## src/rtl/uparc_lsu_pkg.sv

```systemverilog
// uparc_lsu_pkg
// Shared constants for the load/store stage: register/address widths,
// LSU op encodings, bus command encodings, FSM state type and a few
// op-classification helpers used by the top and the align sub-module.
package uparc_lsu_pkg;

  localparam int UPARC_REG_WIDTH    = 32;
  localparam int UPARC_ADDR_WIDTH   = 32;
  localparam int UPARC_LSUOP_WIDTH  = 4;
  localparam int UPARC_BUSCMD_WIDTH = 2;

  localparam logic [UPARC_LSUOP_WIDTH-1:0] UPARC_LSUOP_NONE = 4'd0;
  localparam logic [UPARC_LSUOP_WIDTH-1:0] UPARC_LSUOP_LB   = 4'd1;
  localparam logic [UPARC_LSUOP_WIDTH-1:0] UPARC_LSUOP_LBU  = 4'd2;
  localparam logic [UPARC_LSUOP_WIDTH-1:0] UPARC_LSUOP_LH   = 4'd3;
  localparam logic [UPARC_LSUOP_WIDTH-1:0] UPARC_LSUOP_LHU  = 4'd4;
  localparam logic [UPARC_LSUOP_WIDTH-1:0] UPARC_LSUOP_LW   = 4'd5;
  localparam logic [UPARC_LSUOP_WIDTH-1:0] UPARC_LSUOP_SB   = 4'd6;
  localparam logic [UPARC_LSUOP_WIDTH-1:0] UPARC_LSUOP_SH   = 4'd7;
  localparam logic [UPARC_LSUOP_WIDTH-1:0] UPARC_LSUOP_SW   = 4'd8;

  localparam logic [UPARC_BUSCMD_WIDTH-1:0] UPARC_BUSCMD_IDLE  = 2'd0;
  localparam logic [UPARC_BUSCMD_WIDTH-1:0] UPARC_BUSCMD_READ  = 2'd1;
  localparam logic [UPARC_BUSCMD_WIDTH-1:0] UPARC_BUSCMD_WRITE = 2'd2;

  typedef enum logic {
    ST_IDLE = 1'b0,
    ST_BUS  = 1'b1
  } lsu_state_t;

  function automatic logic lsu_is_load(input logic [UPARC_LSUOP_WIDTH-1:0] op);
    return (op == UPARC_LSUOP_LB) || (op == UPARC_LSUOP_LBU) ||
           (op == UPARC_LSUOP_LH) || (op == UPARC_LSUOP_LHU) ||
           (op == UPARC_LSUOP_LW);
  endfunction

  function automatic logic lsu_is_store(input logic [UPARC_LSUOP_WIDTH-1:0] op);
    return (op == UPARC_LSUOP_SB) || (op == UPARC_LSUOP_SH) ||
           (op == UPARC_LSUOP_SW);
  endfunction

  // Bytes never fault; halves need addr[0]==0; words need addr[1:0]==0.
  function automatic logic lsu_misaligned(input logic [UPARC_LSUOP_WIDTH-1:0] op,
                                          input logic [1:0] lo);
    case (op)
      UPARC_LSUOP_LH, UPARC_LSUOP_LHU, UPARC_LSUOP_SH: return lo[0];
      UPARC_LSUOP_LW, UPARC_LSUOP_SW:                  return |lo;
      default:                                         return 1'b0;
    endcase
  endfunction

endpackage

```

## src/rtl/uparc_lsu_align.sv

```systemverilog
// uparc_lsu_align
// Purely combinational lane logic for little-endian byte/half/word access.
//   Store side: st_op, st_lane, st_data -> st_be (byte enables, also used for
//               loads), st_rep (store data replicated across lanes).
//   Load side:  ld_op, ld_lane, ld_data -> ld_val (selected lane, sign- or
//               zero-extended; full word for LW and any non-sub-word op).
module uparc_lsu_align
  import uparc_lsu_pkg::*;
(
  input  logic [UPARC_LSUOP_WIDTH-1:0] st_op,
  input  logic [1:0]                   st_lane,
  input  logic [UPARC_REG_WIDTH-1:0]   st_data,
  output logic [3:0]                   st_be,
  output logic [UPARC_REG_WIDTH-1:0]   st_rep,
  input  logic [UPARC_LSUOP_WIDTH-1:0] ld_op,
  input  logic [1:0]                   ld_lane,
  input  logic [UPARC_REG_WIDTH-1:0]   ld_data,
  output logic [UPARC_REG_WIDTH-1:0]   ld_val
);

  logic [7:0]  byte_sel;
  logic [15:0] half_sel;

  always_comb begin
    st_be  = 4'b0000;
    st_rep = st_data;
    case (st_op)
      UPARC_LSUOP_LB, UPARC_LSUOP_LBU, UPARC_LSUOP_SB: begin
        st_be  = 4'b0001 << st_lane;
        st_rep = {4{st_data[7:0]}};
      end
      UPARC_LSUOP_LH, UPARC_LSUOP_LHU, UPARC_LSUOP_SH: begin
        st_be  = st_lane[1] ? 4'b1100 : 4'b0011;
        st_rep = {2{st_data[15:0]}};
      end
      UPARC_LSUOP_LW, UPARC_LSUOP_SW: begin
        st_be  = 4'b1111;
      end
      default: begin
        st_be  = 4'b0000;
      end
    endcase
  end

  always_comb begin
    byte_sel = ld_data[7:0];
    case (ld_lane)
      2'd0: byte_sel = ld_data[7:0];
      2'd1: byte_sel = ld_data[15:8];
      2'd2: byte_sel = ld_data[23:16];
      2'd3: byte_sel = ld_data[31:24];
      default: byte_sel = ld_data[7:0];
    endcase
    half_sel = ld_lane[1] ? ld_data[31:16] : ld_data[15:0];

    ld_val = ld_data;
    case (ld_op)
      UPARC_LSUOP_LB:  ld_val = {{24{byte_sel[7]}}, byte_sel};
      UPARC_LSUOP_LBU: ld_val = {24'd0, byte_sel};
      UPARC_LSUOP_LH:  ld_val = {{16{half_sel[15]}}, half_sel};
      UPARC_LSUOP_LHU: ld_val = {16'd0, half_sel};
      default:         ld_val = ld_data;
    endcase
  end

endmodule

```

## src/rtl/uparc_lsu.sv

```systemverilog
// uparc_lsu
// Load/store pipeline stage. Takes the ALU result as an effective address
// (memory ops) or pass-through value (NONE), runs one single-beat bus
// transaction per aligned memory op and produces a one-cycle writeback
// strobe carrying either a result or an exception.
//   Upstream:  i_valid, i_ready, i_op, i_addr, i_wdata, i_rd
//   Bus:       b_cmd, b_addr, b_wdata, b_be (registered, held during BUS);
//              b_rdata, b_rdy, b_err (b_err only meaningful with b_rdy)
//   Writeback: o_valid, o_rd, o_result, o_wb_en, o_exc_adel, o_exc_ades,
//              o_exc_bus, o_badvaddr
//
// state | meaning
// ------+---------------------------------------------------------------
// IDLE  | accepting ops; NONE and misaligned ops complete from here
// BUS   | bus transaction outstanding; bus outputs frozen until b_rdy
module uparc_lsu
  import uparc_lsu_pkg::*;
(
  input  logic                          clk,
  input  logic                          rst,
  input  logic                          i_valid,
  output logic                          i_ready,
  input  logic [UPARC_LSUOP_WIDTH-1:0]  i_op,
  input  logic [UPARC_ADDR_WIDTH-1:0]   i_addr,
  input  logic [UPARC_REG_WIDTH-1:0]    i_wdata,
  input  logic [4:0]                    i_rd,
  output logic [UPARC_BUSCMD_WIDTH-1:0] b_cmd,
  output logic [UPARC_ADDR_WIDTH-1:0]   b_addr,
  output logic [UPARC_REG_WIDTH-1:0]    b_wdata,
  output logic [3:0]                    b_be,
  input  logic [UPARC_REG_WIDTH-1:0]    b_rdata,
  input  logic                          b_rdy,
  input  logic                          b_err,
  output logic                          o_valid,
  output logic [4:0]                    o_rd,
  output logic [UPARC_REG_WIDTH-1:0]    o_result,
  output logic                          o_wb_en,
  output logic                          o_exc_adel,
  output logic                          o_exc_ades,
  output logic                          o_exc_bus,
  output logic [UPARC_ADDR_WIDTH-1:0]   o_badvaddr
);

  lsu_state_t                   state_q, state_nxt;
  logic [UPARC_LSUOP_WIDTH-1:0] op_q;
  logic [4:0]                   rd_q;
  logic [UPARC_ADDR_WIDTH-1:0]  vaddr_q;

  logic                         in_load, in_store, in_misal;
  logic                         accept, start_bus, done;
  logic [3:0]                   be_c;
  logic [UPARC_REG_WIDTH-1:0]   rep_c;
  logic [UPARC_REG_WIDTH-1:0]   ld_val;

  assign in_load  = lsu_is_load(i_op);
  assign in_store = lsu_is_store(i_op);
  assign in_misal = lsu_misaligned(i_op, i_addr[1:0]);
  assign i_ready  = (state_q == ST_IDLE);

  // Store side is driven from the incoming op; load side from the op held
  // for the outstanding transaction.
  uparc_lsu_align u_align (
    .st_op   (i_op),
    .st_lane (i_addr[1:0]),
    .st_data (i_wdata),
    .st_be   (be_c),
    .st_rep  (rep_c),
    .ld_op   (op_q),
    .ld_lane (vaddr_q[1:0]),
    .ld_data (b_rdata),
    .ld_val  (ld_val)
  );

  always_ff @(posedge clk or posedge rst) begin
    if (rst) state_q <= ST_IDLE;
    else     state_q <= state_nxt;
  end

  always_comb begin
    state_nxt = state_q;
    accept    = 1'b0;
    start_bus = 1'b0;
    done      = 1'b0;
    case (state_q)
      ST_IDLE: begin
        if (i_valid) begin
          accept = 1'b1;
          if ((in_load || in_store) && !in_misal) begin
            start_bus = 1'b1;
            state_nxt = ST_BUS;
          end
        end
      end
      ST_BUS: begin
        if (b_rdy) begin
          done      = 1'b1;
          state_nxt = ST_IDLE;
        end
      end
      default: state_nxt = ST_IDLE;
    endcase
  end

  always_ff @(posedge clk or posedge rst) begin
    if (rst) begin
      b_cmd   <= UPARC_BUSCMD_IDLE;
      b_addr  <= '0;
      b_wdata <= '0;
      b_be    <= '0;
      op_q    <= UPARC_LSUOP_NONE;
      rd_q    <= '0;
      vaddr_q <= '0;
    end else if (start_bus) begin
      b_cmd   <= in_store ? UPARC_BUSCMD_WRITE : UPARC_BUSCMD_READ;
      b_addr  <= {i_addr[UPARC_ADDR_WIDTH-1:2], 2'b00};
      b_wdata <= in_store ? rep_c : '0;
      b_be    <= be_c;
      op_q    <= i_op;
      rd_q    <= i_rd;
      vaddr_q <= i_addr;
    end else if (done) begin
      b_cmd   <= UPARC_BUSCMD_IDLE;
    end
  end

  // Writeback outputs are pulses: everything falls back to zero unless a
  // completion is being reported this cycle.
  always_ff @(posedge clk or posedge rst) begin
    if (rst) begin
      o_valid    <= 1'b0;
      o_rd       <= '0;
      o_result   <= '0;
      o_wb_en    <= 1'b0;
      o_exc_adel <= 1'b0;
      o_exc_ades <= 1'b0;
      o_exc_bus  <= 1'b0;
      o_badvaddr <= '0;
    end else begin
      o_valid    <= 1'b0;
      o_rd       <= '0;
      o_result   <= '0;
      o_wb_en    <= 1'b0;
      o_exc_adel <= 1'b0;
      o_exc_ades <= 1'b0;
      o_exc_bus  <= 1'b0;
      o_badvaddr <= '0;
      if (accept && !start_bus) begin
        o_valid <= 1'b1;
        o_rd    <= i_rd;
        if (in_misal) begin
          o_exc_adel <= in_load;
          o_exc_ades <= in_store;
          o_badvaddr <= i_addr;
        end else begin
          o_result <= i_addr;
          o_wb_en  <= (i_rd != 5'd0);
        end
      end else if (done) begin
        o_valid <= 1'b1;
        o_rd    <= rd_q;
        if (b_err) begin
          o_exc_bus  <= 1'b1;
          o_badvaddr <= vaddr_q;
        end else if (lsu_is_load(op_q)) begin
          o_result <= ld_val;
          o_wb_en  <= (rd_q != 5'd0);
        end
      end
    end
  end

endmodule

```

## config.mk

```make
export PLATFORM = sky130hd
export DESIGN_NAME = uparc_lsu
export DESIGN_NICKNAME = d
export VERILOG_FILES = /design/src/rtl/uparc_lsu_pkg.sv /design/src/rtl/uparc_lsu_align.sv /design/src/rtl/uparc_lsu.sv
export SDC_FILE = /design/constraint.sdc
export NUM_CORES = 1
export LEC_CHECK = 0
export ABC_AREA = 1
export BUFFER_PORTS_ARGS = -buffer_cell sky130_fd_sc_hd__clkbuf_2
export CAP_MARGIN = 25
export CORE_MARGIN = 1.5
export CORE_UTILIZATION = 40
export CTS_CLUSTER_SIZE = 8
export DETAILED_ROUTE_END_ITERATION = 8
export GPL_TIMING_DRIVEN = 0
export PLACE_DENSITY = 0.66
export SYNTH_ARGS = -nofsm -noshare
export SYNTH_HDL_FRONTEND = slang
export SYNTH_SLANG_ARGS = --single-unit
```

## constraint.sdc

```tcl
create_clock -name clk -period 5.5 [get_ports clk]
set_clock_uncertainty 0.2 [all_clocks]
set_input_delay 0.275 -clock clk [delete_from_list [all_inputs] [get_ports clk]]
set_output_delay 0.275 -clock clk [all_outputs]
set_load 0.03 [all_outputs]
```

==> results of run 1 <==
-- metal layers --
layer | wire length, µm | vias up
li1 | - | 3702
met1 | 10400 | 3601
met2 | 12100 | 321
met3 | 1610 | 39
met4 | 566 | 0
met5 | 0 | -
-- registers in the layout, indices dropped and copies added, names as in the netlist, 4 cells and up --
register,count
vaddr_q,32
b_be,4
op_q,4
o_rd,5
b_wdata,32
o_badvaddr,32
rd_q,5
o_result,32
-- logic make-up after synthesis --
family,count (synthesis)
simple gates,478
flops,154
compound gates,150
buf+inv,149
other cells,1
-- cell type report --
cell class                 count  area (µm²)  area share, %
clock buffer                  19         443           4.29
timing repair buffer         315        1910           18.5
tap                          234         293           2.83
inverter                      91         347           3.35
buffer                        58         407           3.94
sequential                   154        3850           37.3
clock inverter                10         123           1.19
multi-input combinational    630        2950           28.6
-- report_power, final --
part,internal (W),switching [W]
clock network,0.000675,0.000473
registers,0.00131,0.000110
logic,0.000395,0.000902
-- stage by stage --
stage                     setup TNS, ns  total power, W  util [%]  instance area (µm²)  worst slack (ns)
final                                 0         0.00386      55.6                10300              2.61
after global routing                  0         0.00408      55.6                10300              2.47
after CTS                             0         0.00388      55.6                10300              2.69
after detailed placement              0         0.00269      49.2                 9140              3.27
after global placement          -137.43         0.00267      49.0                 9100            -0.905
after floorplan                       0         0.00229         -                 7550             0.875
-- final timing paths --
| path | cells after the start | from | slack, ns | to |
|---|---|---|---|---|
| min in group asynchronous | 3 | rst | 0.31 | o_rd[4] |
| worst min-delay path | 5 | b_rdata[1] | 0.01 | o_result[1] |
| max in group asynchronous | 4 | rst | 3.94 | b_wdata[4] |
| worst min register to register | 2 | b_be[2] | 0.28 | b_be[2] |
| worst max register to register | 8 | state_q | 2.75 | o_result[16] |
| worst max-delay path | 10 | b_rdy | 2.61 | o_result[16] |
-- cell usage after synthesis --
master,n
nand2_1,291
dfrtp_1,154
nand3_1,95
inv_1,81
o21ai_0,76
o21ai_1,52
nand4_1,34
buf_2,21
buf_6,18
nand3b_1,16
nor2_1,16
clkbuf_1,10
or2_2,10
a21oi_1,9
inv_2,9
nand2_2,8
o211ai_1,7
buf_4,4
buf_1,3
nor2_4,3
o31ai_1,3
nor2_2,2
o22ai_1,2
a21oi_4,1
buf_8,1
clkbuf_2,1
clkinv_1,1
conb_1,1
nand3_2,1
nand4_4,1
nor3_1,1
-- worst max-delay path, delay by kind of cell --
family / cells / cell delay [ns]
buffers and inverters: 6 / 1.97
AND/OR/NAND/NOR: 4 / 0.74
-- repair_timing --
item | CTS | global route
endpoints found under the hold margin | 187 | 0
endpoints found under the setup margin | 0 | 0
hold buffers | 63 | 0
==> impl_metrics.tcl, run 1 <==
set metrics [dict create \
    critPathMaxStageDelay_ns 0.55 \
    synth_cells 932 \
    drive_above_1_share_pct 28.3 \
    ys_top_cells_by_area "dfrtp_1, nand2_1, nand3_1, o21ai_0, inv_1" \
    grt_busiest_layer "met2" \
    syn_to_final_growth_pct 36.8 \
    gr-total-overflow 0 \
    numCtsBuffers 17 \
    dr_total_vias 7663 \
    p_per_area_mw_per_mm2 374 \
    antenna_cells 0 \
    finalHoldViolations 0 \
    cts_resized 0 \
    io_buffers 251 \
    synthXorXnorAreaFrac_pct 0 \
    setup_viol 0 \
    finalNetCount 1377 \
    cap_viol_max_count 0 \
    yosys.area_share.adder_pct 0 \
    routedWlPerCell_um 16.3 \
    grt_util_met3_pct 5.33 \
    cts_tree "yes" \
    cts_buffer_depth 2 \
    track_usage_pct 25.3 \
    antenna_found_initial 0 \
    drc 0 \
    min_period_ns 2.89 \
    dp_cells 1419 \
    ys_ff_latch 154 \
    detail_route.first_pass.iterations 7 \
    use_met2_pct 42.9 \
    synthSimpleGateAreaFrac_pct 28.6 \
    synth_mux_area_share_pct 0 \
    critical_path.startpoint_type "primary input" \
    cts.clk_slew.worst_paths_ns 0.06 \
    final_cell_mix "nand2_1, clkbuf_2, dfrtp_1" \
    fin_cells 1511 \
    yosysTopAreaCell "dfrtp_1" \
    fin_crit_sh_pct 52.6 \
    vdd_drop_max_v 0.000235 \
    crit_type "primary input to flip-flop" \
    layout_commonest_cell "nand2_1" \
    root_buffer "clkbuf_16" \
    max_slew_margin_pct 56.6 \
    grt_max_degree 88 \
    max_freq_ghz 0.346 \
    met1_usage_pct 32.4 \
    yosysSeqAreaShare_pct 51.0 \
    first_iter_violations 512 \
    dp_hpwl_mm 18.1 \
    worst_slew_pin_slew_ns 0.652 \
    cp-end-kind "flip-flop" \
    cp.required_ns 5.60 \
    gp_congestion 0.903 \
    clk_latency_ns 0.42 \
    cp.arrival_ns 2.99 \
    postCtsSetupBuffers 0 \
    drtAntennaViolNets 0 \
    start_util_pct 40.6 \
    nFillCells 1719 \
    holdWs_ns 0.0138 \
    avgSynthCellArea_um2 8.10 \
    grt_pass1_vias 7346 \
    synth-compound-area-share_pct 10.5 \
    wl_mm 24.7 \
    cts.sinks 154 \
    synth_top_family_by_area "simple AND/OR/NAND/NOR gates" \
    routed_via_density 5.07 \
    critical_path.max_fanout 10 \
    hp-class "primary input to flip-flop" \
    dieArea_mm2 0.0197 \
    path_cells "dlygate4sd3_1 > clkbuf_2 > nand2_1 > inv_1 > nand3_1 > clkinv_1 > buf_2 > nand3_1 > nand2_1 > dlygate4sd3_1" \
    p_leak_nw 5.58 \
    slowest_stage "dlygate4sd3_1" \
    synth_top_area_share_pct 51.0 \
    synth_cell_types 31 \
    grt_pass1_wl_mm 38.8 \
    netlist_area_mm2 0.00755 \
    status "complete, no violations" \
    maxSlewViolCount 0 \
    rsz0062_at_grt "no" \
    fp.dieH_um 140 \
    coreArea_mm2 0.0186 \
    cts_max_level 4 \
    io_pins 255 \
    ys_warn_count 0 \
    num_rows 50 \
    fp.dieW_um 140 \
]
No activity file was read; power rests on OpenSTA's default activity.
==> inputs of run 2 (changes only) <==
==> constraint.sdc (replaced) <==
create_clock -name clk -period 2.75 [get_ports clk]
set_clock_uncertainty 0.2 [all_clocks]
set_input_delay 0.1375 -clock clk [delete_from_list [all_inputs] [get_ports clk]]
set_output_delay 0.1375 -clock clk [all_outputs]
set_load 0.03 [all_outputs]
==> run 2 against run 1 <==
Compared with the run above:
- sequential share of layout area decreased by 2.0 points
- utilization increased by 3.1 points
- critical path depth shrank 1
- total power is 100% higher
- clock-buffer cell count increased by 3
- sequential power up 100%
- wire length is 3.3% higher
- final area grew 5.6%
- worst setup slack got worse by 2.5 ns
- die area unchanged
- first-iteration DRC count is 1.4% higher
- highest routed layer unchanged
==> impl_metrics.tcl, run 2 (same netlist as run 1, synthesis figures left out) <==
set metrics [dict create \
    status "complete, no violations" \
    p_per_area_mw_per_mm2 723 \
    fp.dieH_um 140 \
    first_iter_violations 519 \
    reg2reg_from "vaddr_q[1]" \
    gp_congestion 0.914 \
    start_util_pct 40.6 \
    layout_setup_ws_ns 0.153 \
    final_core_utilization_pct 58.7 \
    max_slew_margin_pct 43.2 \
    setup_viol 0 \
    path_cells "clkbuf_1 > buf_2 > nor2_1 > nand2_1 > nand3_1 > nand3_1 > nand2_1 > nand2_1 > dlygate4sd3_1" \
    finalHoldViolations 0 \
    cts_buffer_depth 2 \
    fp.dieW_um 140 \
    io_buffers 251 \
    drtAntennaViolNets 0 \
    numCtsBuffers 17 \
    rrSetupSlack_ns 0.15 \
    cts.sinks 154 \
    gr-total-overflow 0 \
    root_buffer "clkbuf_16" \
    fin_crit_sh_pct 94.4 \
    crit_type "flip-flop to flip-flop" \
    coreArea_mm2 0.0186 \
    dp_hpwl_mm 18.4 \
    critical_path.max_fanout 10 \
    p_total_w 0.00789 \
    cap_viol_max_count 0 \
    drive_above_1_share_pct 27.8 \
    finalNetCount 1431 \
    cp-endpoint "o_result[3]" \
    cp-end-kind "flip-flop" \
    vdd_drop_max_v 0.000433 \
    routedWlPerCell_um 16.3 \
    antenna_found_initial 0 \
    dieArea_mm2 0.0197 \
    routed_via_density 5.05 \
    critPathMaxStageDelay_ns 0.54 \
    syn_to_final_growth_pct 44.5 \
    grt_pass1_vias 7878 \
    maxSlewViolCount 0 \
    grt_pass1_wl_mm 40.7 \
    slowest_stage "dlygate4sd3_1" \
    place_ws_ns 0.526 \
    p_leak_nw 5.83 \
    rsz0062_at_grt "no" \
    layout_commonest_cell "nand2_1" \
    worstSetupPathDepth 9 \
    critical_path.startpoint_type "flip-flop" \
    drc 0 \
    crit_start "vaddr_q[1]" \
    path_delay_family "buffers and inverters" \
    final_cell_mix "nand2_1, clkbuf_2, dfrtp_1" \
    cts_tree "yes" \
    min_period_ns 2.60 \
    track_usage_pct 26.5 \
    io_pins 255 \
    max_freq_ghz 0.385 \
    num_rows 50 \
    cts_max_level 4 \
    cp.required_ns 2.85 \
    dr_total_vias 7916 \
    detail_route.first_pass.iterations 5 \
    hp-class "primary input to flip-flop" \
    antenna_cells 0 \
    worst_slew_pin_slew_ns 0.851 \
    worst-r2r-cell-count 9 \
    crit_top_cell "nand2_1" \
    cp_num_buf_inv 3 \
    cp.arrival_ns 2.70 \
    wl_mm 25.5 \
    grt_max_degree 44 \
    cts.clk_slew.worst_paths_ns 0.06 \
    rr_endpoint "o_result[3]" \
    clk_latency_ns 0.42 \
]
run 2: cell count changes in the layout (fill, tap and decap cells not counted), moves of 2 or more:
cell	before	now
dlygate4sd3_1	63	112
buf_12	0	3
buf_4	4	7
clkbuf_8	1	3
run 2: timing repair:
item / in CTS / in global routing
setup endpoints to repair: 0 / 6
hold buffers: 112 / 0
gates resized for setup: 0 / 4
setup buffers: 0 / 3
hold endpoints to repair: 183 / 0
run 2: worst reg2reg max path, delay by kind of cell (launching register included):
kind | cells | cell delay [ns]
buf+inv | 3 | 1.00
flops | 1 | 0.40
simple gates | 6 | 0.86
run 2: how the worst min path moves through the flow:
stage                       end  slack, ns  startpoint  cells past startpoint
floorplan               state_q       0.03       b_rdy                      1
global placement        state_q       0.15       b_rdy                      2
detailed placement      state_q       0.13         rst                      2
CTS                     rd_q[0]       0.10     i_valid                      6
global route        o_result[4]       0.09       b_err                      6
finish              o_result[5]       0.04       b_err                      6
run 2: power breakdown:
group	total, W	internal [W]	switching, W
Clock	0.00236	0.00141	0.000950
Combinational	0.00268	0.000853	0.00183
Sequential	0.00285	0.00262	0.000229
run 2: per-stage QoR:
| step | hold WS, ns | std cells | TNS, ns | cell area, µm² |
|---|---|---|---|---|
| detailed placement | 0.133 | 1421 | 0 | 9170 |
| finish | 0.0391 | 1567 | 0 | 10900 |
| floorplan | 0.0339 | 933 | 0 | 7560 |
| global route | 0.0892 | 1567 | 0 | 10900 |
| global placement | 0.148 | 1418 | -85.05 | 9110 |
| CTS | 0.105 | 1564 | 0 | 10900 |
run 2: routing by layer:
| metal | part of all wire (%) | GRT usage [%] | up-vias |
|---|---|---|---|
| met2 | 50 | 46.5 | 325 |
| met4 | 2.5 | 9.70 | 0 |
| li1 | - | - | 3802 |
| met1 | 41 | 32.8 | 3741 |
| met5 | 0 | 0 | - |
| met3 | 6.1 | 4.44 | 48 |
run 2: layout make-up:
type	count	area [µm²]
buffer	58	407
timing repair buffer	369	2460
fill	1697	7670
inverter	91	349
multi-input combinational	630	2960
sequential	154	3850
clock buffer	22	474
clock inverter	9	115
tap	234	293
